===== src/rtl/buffered_uart_tx.sv =====
// ============================================================================
// Module   : buffered_uart_tx
// Purpose  : 8N1/8N2 serial transmitter fed by a ready/enable byte handshake.
// Revision : 1.0 - initial release
// ============================================================================
`default_nettype none

module buffered_uart_tx #(
    parameter int DIV_W     = 16,
    parameter int STOP_BITS = 1
) (
    input  logic             wb_clk_i,
    input  logic             wb_rst_i,
    input  logic [7:0]       uart_value,
    input  logic             uart_enable,
    input  logic [DIV_W-1:0] uart_divider,
    output logic             uart_ready,
    output logic             tx_o,
    output logic             busy_o
);

    localparam logic [1:0] c_IDLE  = 2'd0;
    localparam logic [1:0] c_START = 2'd1;
    localparam logic [1:0] c_DATA  = 2'd2;
    localparam logic [1:0] c_STOP  = 2'd3;

    localparam logic c_STOP_LAST = 1'(STOP_BITS - 1);

    logic [1:0]       r_state;
    logic [7:0]       r_shift;
    logic [DIV_W-1:0] r_period;
    logic [DIV_W-1:0] r_cnt;
    logic [2:0]       r_bit;
    logic             r_stop;
    logic             r_tx;
    logic             r_ready;
    logic             r_busy;

    logic [DIV_W-1:0] w_div_eff;
    logic             w_accept;
    logic             w_bit_end;

    // A zero divider would otherwise load an all-ones count and stall the bit.
    assign w_div_eff = (uart_divider == '0) ? DIV_W'(1) : uart_divider;
    assign w_accept  = r_ready && uart_enable;
    assign w_bit_end = (r_cnt == '0);

    always_ff @(posedge wb_clk_i) begin
        if (wb_rst_i) begin
            r_state  <= c_IDLE;
            r_shift  <= '0;
            r_period <= '0;
            r_cnt    <= '0;
            r_bit    <= '0;
            r_stop   <= 1'b0;
            r_tx     <= 1'b1;
            r_ready  <= 1'b1;
            r_busy   <= 1'b0;
        end else begin
            case (r_state)
                c_IDLE: begin
                    if (w_accept) begin
                        r_shift  <= uart_value;
                        r_period <= w_div_eff;
                        r_cnt    <= w_div_eff - DIV_W'(1);
                        r_tx     <= 1'b0;
                        r_ready  <= 1'b0;
                        r_busy   <= 1'b1;
                        r_state  <= c_START;
                    end
                end
                c_START: begin
                    if (w_bit_end) begin
                        r_cnt   <= r_period - DIV_W'(1);
                        r_tx    <= r_shift[0];
                        r_shift <= {1'b0, r_shift[7:1]};
                        r_bit   <= '0;
                        r_state <= c_DATA;
                    end else begin
                        r_cnt <= r_cnt - DIV_W'(1);
                    end
                end
                c_DATA: begin
                    if (w_bit_end) begin
                        r_cnt <= r_period - DIV_W'(1);
                        if (r_bit == 3'd7) begin
                            r_tx    <= 1'b1;
                            r_stop  <= 1'b0;
                            r_state <= c_STOP;
                        end else begin
                            r_tx    <= r_shift[0];
                            r_shift <= {1'b0, r_shift[7:1]};
                            r_bit   <= r_bit + 3'd1;
                        end
                    end else begin
                        r_cnt <= r_cnt - DIV_W'(1);
                    end
                end
                c_STOP: begin
                    if (w_bit_end) begin
                        if (r_stop == c_STOP_LAST) begin
                            r_ready <= 1'b1;
                            r_busy  <= 1'b0;
                            r_state <= c_IDLE;
                        end else begin
                            r_stop <= 1'b1;
                            r_cnt  <= r_period - DIV_W'(1);
                        end
                    end else begin
                        r_cnt <= r_cnt - DIV_W'(1);
                    end
                end
                default: begin
                    r_tx    <= 1'b1;
                    r_ready <= 1'b1;
                    r_busy  <= 1'b0;
                    r_state <= c_IDLE;
                end
            endcase
        end
    end

    assign uart_ready = r_ready;
    assign tx_o       = r_tx;
    assign busy_o     = r_busy;

endmodule

`default_nettype wire


===== config.mk =====
export PLATFORM = sky130hd
export DESIGN_NAME = buffered_uart_tx
export DESIGN_NICKNAME = d
export VERILOG_FILES = /design/src/rtl/buffered_uart_tx.sv
export SDC_FILE = /design/constraint.sdc
export NUM_CORES = 1
export LEC_CHECK = 0
export ABC_AREA = 1
export BUFFER_PORTS_ARGS = -buffer_cell sky130_fd_sc_hd__buf_2
export CAP_MARGIN = 20
export CORE_ASPECT_RATIO = 1.25
export CORE_MARGIN = 3
export CORE_UTILIZATION = 28
export CTS_BUF_LIST = sky130_fd_sc_hd__clkbuf_4 sky130_fd_sc_hd__clkbuf_8 sky130_fd_sc_hd__clkbuf_16
export DETAILED_ROUTE_END_ITERATION = 8
export PLACE_DENSITY = 0.43
export RECOVER_POWER = 25
export SYNTH_ARGS = -nofsm -noshare
export SYNTH_HDL_FRONTEND = slang
export SYNTH_SLANG_ARGS = --single-unit
export TNS_END_PERCENT = 100

===== constraint.sdc =====
create_clock -name wb_clk_i -period 4.6 [get_ports wb_clk_i]
set_input_delay 0.23 -clock wb_clk_i [delete_from_list [all_inputs] [get_ports wb_clk_i]]
set_output_delay 0.23 -clock wb_clk_i [all_outputs]
set_load 0.02 [all_outputs]

== After elaboration in Yosys (flattened, before gate mapping) ==
Index checks and enable logic that the tools add are counted.

* Flip-flop bits (word level): 49
* Bits of input ports: 27
* Output and inout bits: 3
* Logic and storage cells: 81

* Add/subtract/negate cells: 4
* Eq/ne operators: 12
* Mux-type cells: 39
* Reductions and logical operators: 17

{| class="wikitable"
|+ Operator list
! cell !! number
|-
| $mux W16 || 5
|-
| $pmux W16 S3 || 1
|-
| $sub A16 B1 Y16 const B || 3
|-
| $logic_not A16 Y1 || 2
|-
| $mux W8 || 4
|-
| $pmux W8 S3 || 1
|-
| $reduce_and A4 Y1 || 4
|-
| $ne A2 B2 Y1 const B || 7
|-
| $mux W1 || 13
|-
| $mux W2 || 6
|-
| $mux W3 || 3
|-
| $pmux W2 S4 || 1
|-
| $pmux W1 S2 || 3
|-
| $pmux W3 S2 || 1
|-
| $reduce_and A6 Y1 || 1
|-
| $reduce_bool A2 Y1 || 3
|-
| $reduce_and A5 Y1 || 1
|-
| $eq A2 B2 Y1 const B || 2
|-
| $reduce_and A2 Y1 || 2
|-
| $add A3 B1 Y3 const B || 1
|-
| $eq A3 B3 Y1 const B || 1
|-
| $ne A3 B3 Y1 const B || 1
|-
| $pmux W1 S3 || 1
|-
| $reduce_bool A3 Y1 || 1
|-
| other kinds (4) || 4
|}

== Logic depth before layout (Yosys ltp) ==
Gate-level depths: netlist of the first run.

* Word-level depth: 5
* Gate-level depth with buffers: 18
* Mapped depth without buffers: 18

== Worst setup path before layout of the first run ==
No wires, ideal clock.

* Kind: register to register
* Start point: register r_state[0]
* End point: register r_cnt[14]
* Library setup time: 0.109 ns
* Data arrival time: 1.900 ns
* Required time: 4.491 ns
* Setup slack: 2.591 ns
* Cell stages (with the launch flop): 17
* Buffers on the path: 1
* Clock period less this slack: 2.009 ns
* Cell sequence: dfxtp_1 inv_1 ha_1 buf_2 inv_1 nand2_1 o21ai_1 ha_1 nand2_2 inv_2 nand2_1 nor2_1 nand2_1 nand2_1 nand3_1 nand2_1 inv_1

* Cells in the longest elaborated chain, start to end: 3
* Elaborated cells between the ends (all ways): 9
* Classes of those cells: eq/ne: 5; mux: 1; reduce/logical: 3

{| class="wikitable"
|+ RTL lines
! what !! line !! source
|-
| start: declaration || 29 || <nowiki>logic [1:0] r_state;</nowiki>
|-
| start signal: assignment || 50 || <nowiki>r_state <= c_IDLE;</nowiki>
|-
| start signal: assignment || 69 || <nowiki>r_state <= c_START;</nowiki>
|-
| start signal: assignment || 78 || <nowiki>r_state <= c_DATA;</nowiki>
|-
| $eq A2 B2 Y1 (tied with other cells) || 60 || <nowiki>case (r_state)</nowiki>
|-
| $reduce_or A2 Y1 (no source line) (tied with other cells) || - ||
|-
| $pmux W16 S3 or $reduce_and A2 Y1 (tied branches) || - ||
|-
| end signal: assignment || 65 || <nowiki>r_cnt <= w_div_eff - DIV_W'(1);</nowiki>
|-
| end signal: assignment || 74 || <nowiki>r_cnt <= r_period - DIV_W'(1);</nowiki>
|-
| end signal: assignment || 80 || <nowiki>r_cnt <= r_cnt - DIV_W'(1);</nowiki>
|-
| end: declaration || 32 || <nowiki>logic [DIV_W-1:0] r_cnt;</nowiki>
|}

Several ways; a longest one is shown, not always the timed one.
A chain may end at the register's enable or synchronous reset.

== Worst setup path after layout of the first run ==
* Start point: register r_cnt[0]
* End point: register r_cnt[0]

* Cells in the longest elaborated chain, start to end: 3
* Elaborated cells between the ends (all ways): 7
* Classes of those cells: add/sub: 1; eq/ne: 1; mux: 3; reduce/logical: 2

{| class="wikitable"
|+ RTL lines
! what !! line !! source
|-
| $sub A16 B1 Y16 or $logic_not A16 Y1 (tied branches) || - ||
|-
| $mux W16 (tied with other cells) || 100 || <nowiki>if (w_bit_end) begin</nowiki>
|-
| $pmux W16 S3 or $reduce_and A2 Y1 (tied branches) || - ||
|}

Several ways; a longest one is shown, not always the timed one.

==> results of run 1 <==
metal layers:
layer | GRT usage | share of wire
met5 | 0 | 0
met4 | 0.04416 | 0.014
met3 | 0.02481 | 0.031
met2 | 0.2659 | 0.52
met1 | 0.1714 | 0.43
area by class of cell:
type                            count  area (um2)
Fill cell                        1157        6838
Multi-Input combinational cell    326        1610
Sequential cell                    48       960.9
Inverter                           69       259.0
Tap cell                          129       161.4
Clock buffer                        7       152.6
Timing Repair Buffer               30       145.1
Clock inverter                      1       30.03
power groups by stage:
stage          Sequential [W]  Combinational (W)  Clock (W)
6_report             0.000667            0.00144   0.000457
5_1_grt              0.000688            0.00165   0.000485
2_1_floorplan        0.000662            0.00117          0
3_3_place_gp         0.000673            0.00147          0
4_1_cts              0.000667            0.00147   0.000469
3_5_place_dp         0.000676            0.00147          0
registers in the layout, summed over array words and instances (netlist names):
name        count
uart_ready      1
r_cnt          16
busy_o          1
r_bit           3
r_state         2
r_period       16
r_shift         8
tx_o            1
path summary, 6_finish.rpt:
check / from / end / slack [ns] / depth (start not counted)
max: r_cnt[0] / r_cnt[0] / 1.11 / 10
min: uart_divider[11] / r_period[11] / 0.21 / 3
min reg2reg: busy_o / busy_o / 0.46 / 2
max reg2reg: r_cnt[0] / r_cnt[0] / 1.11 / 10
stage by stage:
stage          hold slack, ns    util  total power, W
2_1_floorplan          0.3649       -        0.001829
3_3_place_gp           0.4511  0.3105        0.002139
3_5_place_dp           0.4529  0.3105        0.002142
4_1_cts                0.2027  0.3285        0.002606
5_1_grt                0.2208  0.3268        0.002822
6_report               0.2085  0.3268        0.002563
critical path, stage by stage, from the launching register on:
cell and delay, ns:
dfxtp_1 0.33, nor2_1 0.10, nand2_1 0.08, nor2_1 0.90
nand2_1 0.54, inv_1 0.22, nand2_1 0.10, nand2_1 0.33
inv_1 0.41, o21ai_0 0.27, a21oi_1 0.06
layout by cell type (no fill, tap or decap), types with 5 or more instances in the layout:
master / netlist / layout
nand2_1: 115 / 116
inv_1: 66 / 66
dfxtp_1: 48 / 48
nand3_1: 47 / 47
nor2_1: 40 / 41
a21oi_1: 40 / 40
o21ai_0: 31 / 31
buf_2: 4 / 26
ha_1: 8 / 8
nand2_2: 7 / 6
nand3_2: 5 / 5
clkbuf_16: 0 / 5
cells by family after synthesis:
logic type | share of synthesized area
XOR/XNOR | 0.008976
AO/OA/AOI/OAI | 0.1564
adder cells (fa/ha/maj) | 0.03419
buffers and inverters | 0.1184
flip-flops | 0.3282
AND/OR/NAND/NOR | 0.3538
==> reports/qor.txt, run 1 <==
Number of global-route vias before repair: 2741
Final Non-Filler Cells: 610
Drt total wl: 8.254 mm
Synth cell count leaders: nand2_1, inv_1, dfxtp_1, nand3_1
HPWL after DPL: 6.183 mm
Synth Instances: 459
Syn avg cell area: 6.379 um2
Gpl congestion: 0.8326
IO buf count: 29
Cts hold-fix bufs: 0
Asr flop ratio synth: 0
PwrDens: 772.2 nW/um2
Logic pwr share: 0.562
Max Freq: 286.9 MHz
CP Capture Type: flop
Remaining routing DRC violations: 0
Status: finished clean
Clk Latency, worst-skew pair: 0.30 ns
Unrepaired setup endpoints after global routing: false
CTS Buf Count: 5
Clk pwr share: 0.178
Routed Antenna Nets: 0
Pint: 0.001298 W
Final instance area: 3319 um2
Vias: 2854
Sw frac: 0.4937
First-pass GRT wire length: 13.57 mm
Std cell rows: 41
Measured slew at the worst slew-check pin: 1.173 ns
Post-DR vias/cell: 4.679
Final min period: 3.486 ns
WP data arrival: 3.65 ns
Setup slack at placement: 1.298 ns
Sequential share of the synthesized area: 0.3282
Post-synth top area share: 0.3282
Core Box Area: 10160 um2
Sum of negative setup slack: 0 ns
Post-synth EDFFs: 0
DP Area: 3154 um2
Synth Register Bits: 48
Leakage: 1.619 nW
Total die area: 11730 um2
Relative slew margins: 0.2149
Psw: 0.001266 W
Post-synth net total: 494
Ys Warns: 0
Final Hold Vio Count: 0
Final Max Slew Viols: 0
WP data required: 4.76 ns
Die height: 120.3 um
Share of cells above drive strength 1: 0.1164
Area Growth Syn to Fin: 13.38%
Hold Crit Class: primary input to flop
Crit Path Category: flop to flop
Flop pwr share: 0.260
Clock root buffer: clkbuf_16
Nets: 515
Final WS setup: 1.114 ns
Cts repair resizes: 0
Synth unique cells: 33
Placed insts: 602
Crit path launch type: flop
Primary FF master, synth: dfxtp_1
Max-cap violation count: 0
Die Width: 97.46 um
Post-Syn Area: 2928 um2
Worst-path clk slew: 0.07 ns
Htree depth: 2
CTS tree: built
Pre-antenna DRT Iters: 5
Drt wl/cell: 13.53 um
Largest net degree at the start of global routing: 28
I/O Pins: 30
Synth area leaders: dfxtp_1, nand2_1, inv_1, nand3_1, a21oi_1
Final period utilization: 0.7578
Critical-path maximum fanout: 22
Starting Density: 0.2882
Yosys top cell by area: dfxtp_1
DR iter-0 viols: 133
Initial antenna violation count: 0
GRT Overall Usage: 0.1449
# setup viols final: 0
Worst Skew: 0.005610 ns
Clock Sinks: 48
Top-count cell post-synth: nand2_1
GRT Residual Overflow: 0
N_diodes: 0
Peak supply drop: 0.2631 mV
Number of post-CTS setup repair buffers: 0
Clock buffer depth: 2
Note: power is estimated with default switching activity, not from simulation.
==> inputs of run 2 (changes only) <==
==> constraint.sdc (replaced) <==
create_clock -name wb_clk_i -period 3.45 [get_ports wb_clk_i]
set_input_delay 0.1725 -clock wb_clk_i [delete_from_list [all_inputs] [get_ports wb_clk_i]]
set_output_delay 0.1725 -clock wb_clk_i [all_outputs]
set_load 0.02 [all_outputs]
==> reports/qor.txt, run 2 (synthesis results as in run 1) <==
Final Hold Vio Count: 0
Clock Sinks: 48
Worst r2r dst: r_cnt[0]
CP peak stage delay: 0.41 ns
Number of global-route vias before repair: 2793
Initial antenna violation count: 0
DR iter-0 viols: 122
Sw frac: 0.5047
WP data arrival: 2.88 ns
Logic pwr share: 0.585
Flop pwr share: 0.263
Final WS setup: 0.7332 ns
Clock root buffer: clkbuf_16
Gpl congestion: 0.8306
Number of post-CTS setup repair buffers: 0
GRT Overall Usage: 0.1406
Clock buffer depth: 2
Slowest-stage cell, CP: inv_1
I/O Pins: 30
Fillers: 1164
Cts repair resizes: 0
Placed insts: 604
Htree depth: 2
First-pass GRT wire length: 13.27 mm
Pint: 0.001662 W
WP data required: 3.61 ns
Relative slew margins: 0.3991
CTS Buf Count: 5
Total die area: 11730 um2
Final min period: 2.717 ns
Crit path launch type: flop
DP Area: 3169 um2
Unrepaired setup endpoints after global routing: false
GRT Residual Overflow: 0
Sum of negative setup slack: 0 ns
FF-to-FF path depth: 10
Clk pwr share: 0.153
Area Growth Syn to Fin: 13.08%
N_diodes: 0
Max-cap violation count: 0
Cts hold-fix bufs: 0
Biggest regs: r_cnt x16, r_period x16, r_shift x8
Starting Density: 0.2882
Post-DR vias/cell: 4.643
Setup slack at placement: 0.8723 ns
Measured slew at the worst slew-check pin: 0.9004 ns
Most frequent cells in the layout: nand2_1, inv_1, dfxtp_1, nand3_1
Std cell rows: 41
Final instance area: 3311 um2
Die height: 120.3 um
IO buf count: 29
Worst Skew: 0.007727 ns
Final Max Slew Viols: 0
Psw: 0.001693 W
Hold path depth: 3
Drt wl/cell: 13.16 um
Share of cells above drive strength 1: 0.1224
Critical-path maximum fanout: 22
Hold Crit Class: primary input to flop
# setup viols final: 0
Largest net degree at the start of global routing: 28
Max Freq: 368.1 MHz
Min-Delay Endpoint: r_period[11]
Worst-path clk slew: 0.07 ns
R2r startpoint: r_cnt[0]
Die Width: 97.46 um
Routed Antenna Nets: 0
PwrDens: 1013 nW/um2
R2r setup slk: 0.73 ns
Hold Startpoint: uart_divider[11]
Final Non-Filler Cells: 611
Nets: 517
Final period utilization: 0.7875
Crit Path Category: flop to flop
Leakage: 1.616 nW
HPWL after DPL: 6.051 mm
Peak supply drop: 0.5229 mV
Remaining routing DRC violations: 0
CTS tree: built
Status: finished clean
Clk Latency, worst-skew pair: 0.29 ns
CP Capture Type: flop
CP dominant cell by count: nand2_1
Core Box Area: 10160 um2
Drt total wl: 8.038 mm
Vias: 2837
Pre-antenna DRT Iters: 4
CP Cell Sequence: nor2_1 -> nand2_1 -> nor2_4 -> nand2_1 -> inv_1 -> nand2_1 -> nand2_1 -> inv_1 -> o21ai_0 -> a21oi_1
Most common cell after layout, fill and taps aside: nand2_1
[run 2: worst max-delay path by stage]
stage,startpoint,to,cells after the start
after CTS,r_cnt[0],r_cnt[0],10
after detailed placement,r_cnt[0],r_cnt[0],10
after global placement,r_cnt[0],r_cnt[0],10
after global routing,r_cnt[0],r_cnt[5],10
after floorplan,r_state[0],r_cnt[14],16
final,r_cnt[0],r_cnt[0],10
[run 2: stage by stage]
step	hold WS, ns	util	power (W)
6_report	0.1352	0.3259	0.003355
5_1_grt	0.1560	0.3259	0.003700
4_1_cts	0.1358	0.3266	0.003410
3_5_place_dp	0.4417	0.3120	0.002885
3_3_place_gp	0.4415	0.3120	0.002886
2_1_floorplan	0.3074	-	0.002439
[run 2: final cells by class]
type                    instances  area (um2)  area share
clock buffers                   6       138.9     0.04195
repair buffers                 32       163.9     0.04951
multi-input cells             326        1618      0.4887
clock inverters                 1       8.758    0.002645
well taps                     129       161.4     0.04875
inverters                      69       259.0     0.07823
flip-flops and latches         48       960.9      0.2902
[run 2: layer usage]
metal  GRT usage  vias up  share of wire
met5           0        -              0
met4     0.04416        0          0.016
met3     0.02597        7          0.029
met2      0.2723       35           0.54
met1      0.1527     1293           0.42
li1            -     1502              -
[run 2: power by group through the flow]
stage               combinational (W)  clock, W  sequential (W)
detailed placement            0.00199         0        0.000897
floorplan                     0.00156         0        0.000883
CTS                           0.00200  0.000530        0.000884
global route                  0.00224  0.000554        0.000911
finish                        0.00196  0.000513        0.000881
global placement              0.00199         0        0.000893
[run 2: worst max-delay path, delay by kind of cell, from the launching register on]
| family | cells | cell delay [ns] |
|---|---|---|
| buffers and inverters | 2 | 0.59 |
| AND/OR/NAND/NOR | 6 | 1.34 |
| AO/OA/AOI/OAI | 2 | 0.32 |
| flip-flops | 1 | 0.32 |
==> inputs of run 3 (changes only) <==
--- a/config.mk
+++ b/config.mk
@@ -5,7 +5,7 @@
 export SDC_FILE = /design/constraint.sdc
 export NUM_CORES = 1
 export LEC_CHECK = 0
-export ABC_AREA = 1
+export ABC_AREA = 0
 export BUFFER_PORTS_ARGS = -buffer_cell sky130_fd_sc_hd__buf_2
 export CAP_MARGIN = 20
 export CORE_ASPECT_RATIO = 1.25
==> constraint.sdc (replaced) <==
create_clock -name wb_clk_i -period 2.52 [get_ports wb_clk_i]
set_input_delay 0.126 -clock wb_clk_i [delete_from_list [all_inputs] [get_ports wb_clk_i]]
set_output_delay 0.126 -clock wb_clk_i [all_outputs]
set_load 0.02 [all_outputs]
==> reports/qor.txt, run 3 <==
Htree depth: 2
Synth cell count leaders: nand2_1, dfxtp_1, nor2_1, a21oi_1, a211oi_1
Die height: 119.8 um
Pre-antenna DRT Iters: 4
Clock root buffer: clkbuf_16
Area Growth Syn to Fin: 20.13%
Syn avg cell area: 8.294 um2
Most frequent cells in the layout: nand2_1, dfxtp_1, nor2_1, a21oi_1, buf_2
Post-synth net total: 385
# setup viols final: 0
WP data required: 2.74 ns
Post-Synth XOR/XNOR Area: 0.03319
Total die area: 11630 um2
Synth Area in Compound Gates: 0.2642
Number of global-route vias before repair: 2554
Crit path launch type: flop
Post-DR vias/cell: 5.035
Largest net degree at the start of global routing: 30
CP Capture Type: flop
Clock buffer depth: 2
Final Hold Vio Count: 0
Final Non-Filler Cells: 517
Max Freq: 421.0 MHz
GRT Overall Usage: 0.1436
Std cell rows: 40
Fillers: 1042
Kind of cell adding the most delay to the critical path: compound AO/OA/AOI/OAI gates
WP data arrival: 2.60 ns
PwrDens: 1249 nW/um2
Crit Path Category: flop to flop
Clk Latency, worst-skew pair: 0.30 ns
Top sig layer: met4
Post-Synth Simple-Gate Area: 0.2323
Sequential share of the synthesized area: 0.3310
Peak supply drop: 0.4452 mV
Primary FF master, synth: dfxtp_1
Routed wl met3: 302 um
Status: finished clean
Detail Route met2 WL: 3.847 mm
Clock Sinks: 48
Critical-path maximum fanout: 29
Post-synth EDFFs: 0
Asr flop ratio synth: 0
Synth area leaders: dfxtp_1, nand2_1, a21oi_1, nor2_1, a211oi_1
CP bufs+invs: 2
Worst-path clk slew: 0.07 ns
Synth Register Bits: 48
Initial antenna violation count: 0
Post-Route M1 WL: 3.741 mm
Nets: 425
Post-synthesis mux area share: 0.05905
HPWL after DPL: 5.848 mm
Largest family of logic cells by synthesized area: compound AO/OA/AOI/OAI gates
Slowest-stage cell, CP: dfxtp_2
Routed Antenna Nets: 0
Final period utilization: 0.9425
I/O Pins: 30
Drt total wl: 7.996 mm
Post-Syn Area: 2903 um2
Post-synth top area share: 0.3310
Worst Skew: 0.008221 ns
Biggest regs: r_cnt x16, r_period x16, r_shift x8
Final core occ: 0.3537
Starting Density: 0.2944
Leakage: 1.314 nW
Max-cap violation count: 0
N_diodes: 0
Vias: 2603
Synth unique cells: 64
Final min period: 2.375 ns
GRT Residual Overflow: 0
Adder-Cell Fraction of Synth Area: 0.03448
CP Cell Sequence: inv_1 -> ha_1 -> buf_12 -> mux2_4 -> a21o_1 -> o22ai_4 -> and2_4 -> and4bb_1 -> xnor2_1 -> a211oi_1
Remaining routing DRC violations: 0
CTS Buf Count: 5
IO buf count: 29
Synth Instances: 350
Measured slew at the worst slew-check pin: 0.5008 ns
Hold WS: 0.08647 ns
Core Box Area: 9859 um2
Final Max Slew Viols: 0
Hold Crit Class: primary input to flop
Most common cell after layout, fill and taps aside: nand2_1
Drt wl/cell: 15.47 um
Placed insts: 506
Ys Warns: 0
First-pass GRT wire length: 13.33 mm
Gpl congestion: 0.7690
Die Width: 97.07 um
Top-count cell post-synth: nand2_1
CTS tree: built
Relative slew margins: 0.6661
DR iter-0 viols: 89
CP peak stage delay: 0.34 ns
Share of cells above drive strength 1: 0.2276
Yosys top cell by area: dfxtp_1
## run 3: cell count changes in the layout (fill, tap and decap cells not counted), sizes merged, moves of 9 or more
cell,before,now
nand3,52,8
mux2i,0,10
o21ai,35,18
a211oi,3,21
nand2,123,49
inv,68,5
buf,29,49
nor3,3,12
## run 3: kinds of logic after synthesis
| family | after synthesis |
|---|---|
| buffers and inverters | 25 |
| AO/OA/AOI/OAI | 106 |
| XOR/XNOR | 11 |
| adder cells (fa/ha/maj) | 8 |
| flip-flops | 48 |
| AND/OR/NAND/NOR | 136 |
| multiplexers | 16 |
## run 3: path summary, 6_finish.rpt
kind | to | cells after the start | from | slack [ns]
hold reg to reg | r_period[15] | 2 | r_period[15] | 0.46
setup / recovery | r_cnt[15] | 10 | r_state[1] | 0.14
hold / removal | r_period[12] | 3 | uart_divider[12] | 0.09
setup reg to reg | r_cnt[15] | 10 | r_state[1] | 0.14
## run 3: routing by layer
layer | up-vias | global-route usage
met4 | 0 | 0.04390
met3 | 7 | 0.03140
met5 | - | 0
met2 | 41 | 0.2427
met1 | 1213 | 0.1823
li1 | 1342 | -
## run 3: repair_timing
item,4_1_cts,5_1_grt
hold buffers,0,0
buffers inserted,0,3
endpoints found under the setup margin,0,8
resized for setup,0,6
## run 3: area by class of cell
cell class,instances,area (um2),area share
clock buffer,5,125.1,0.03588
clock inverter,3,47.55,0.01363
inverter,5,21.27,0.006100
multi-input combinational,277,1843,0.5285
sequential,48,962.2,0.2759
tap,126,157.7,0.04521
timing repair buffer,53,330.3,0.09473
## run 3: stage by stage
| stage | setup slack [ns] | power [W] | cell area (um2) | TNS, ns |
|---|---|---|---|---|
| floorplan | 0.02400 | 0.002912 | 2904 | 0 |
| global placement | 0.1167 | 0.003529 | 3268 | 0 |
| detailed placement | 0.07135 | 0.003533 | 3268 | 0 |
| CTS | 0.04667 | 0.004343 | 3441 | 0 |
| global route | -0.001425 | 0.004731 | 3487 | -0.001425 |
| finish | 0.1448 | 0.004355 | 3487 | 0 |
## run 3: worst min-delay path: cells and delay by family
kind | cells | cell delay [ns]
buffers and inverters | 1 | 0.11
AND/OR/NAND/NOR | 1 | 0.05
AO/OA/AOI/OAI | 1 | 0.05
## run 3: power breakdown
part           switching [W]  leakage (nW)  internal, W
Sequential          0.000204         0.396     0.000995
Combinational        0.00137         0.834     0.000989
Clock               0.000325        0.0840     0.000472
Total                0.00190          1.31      0.00246
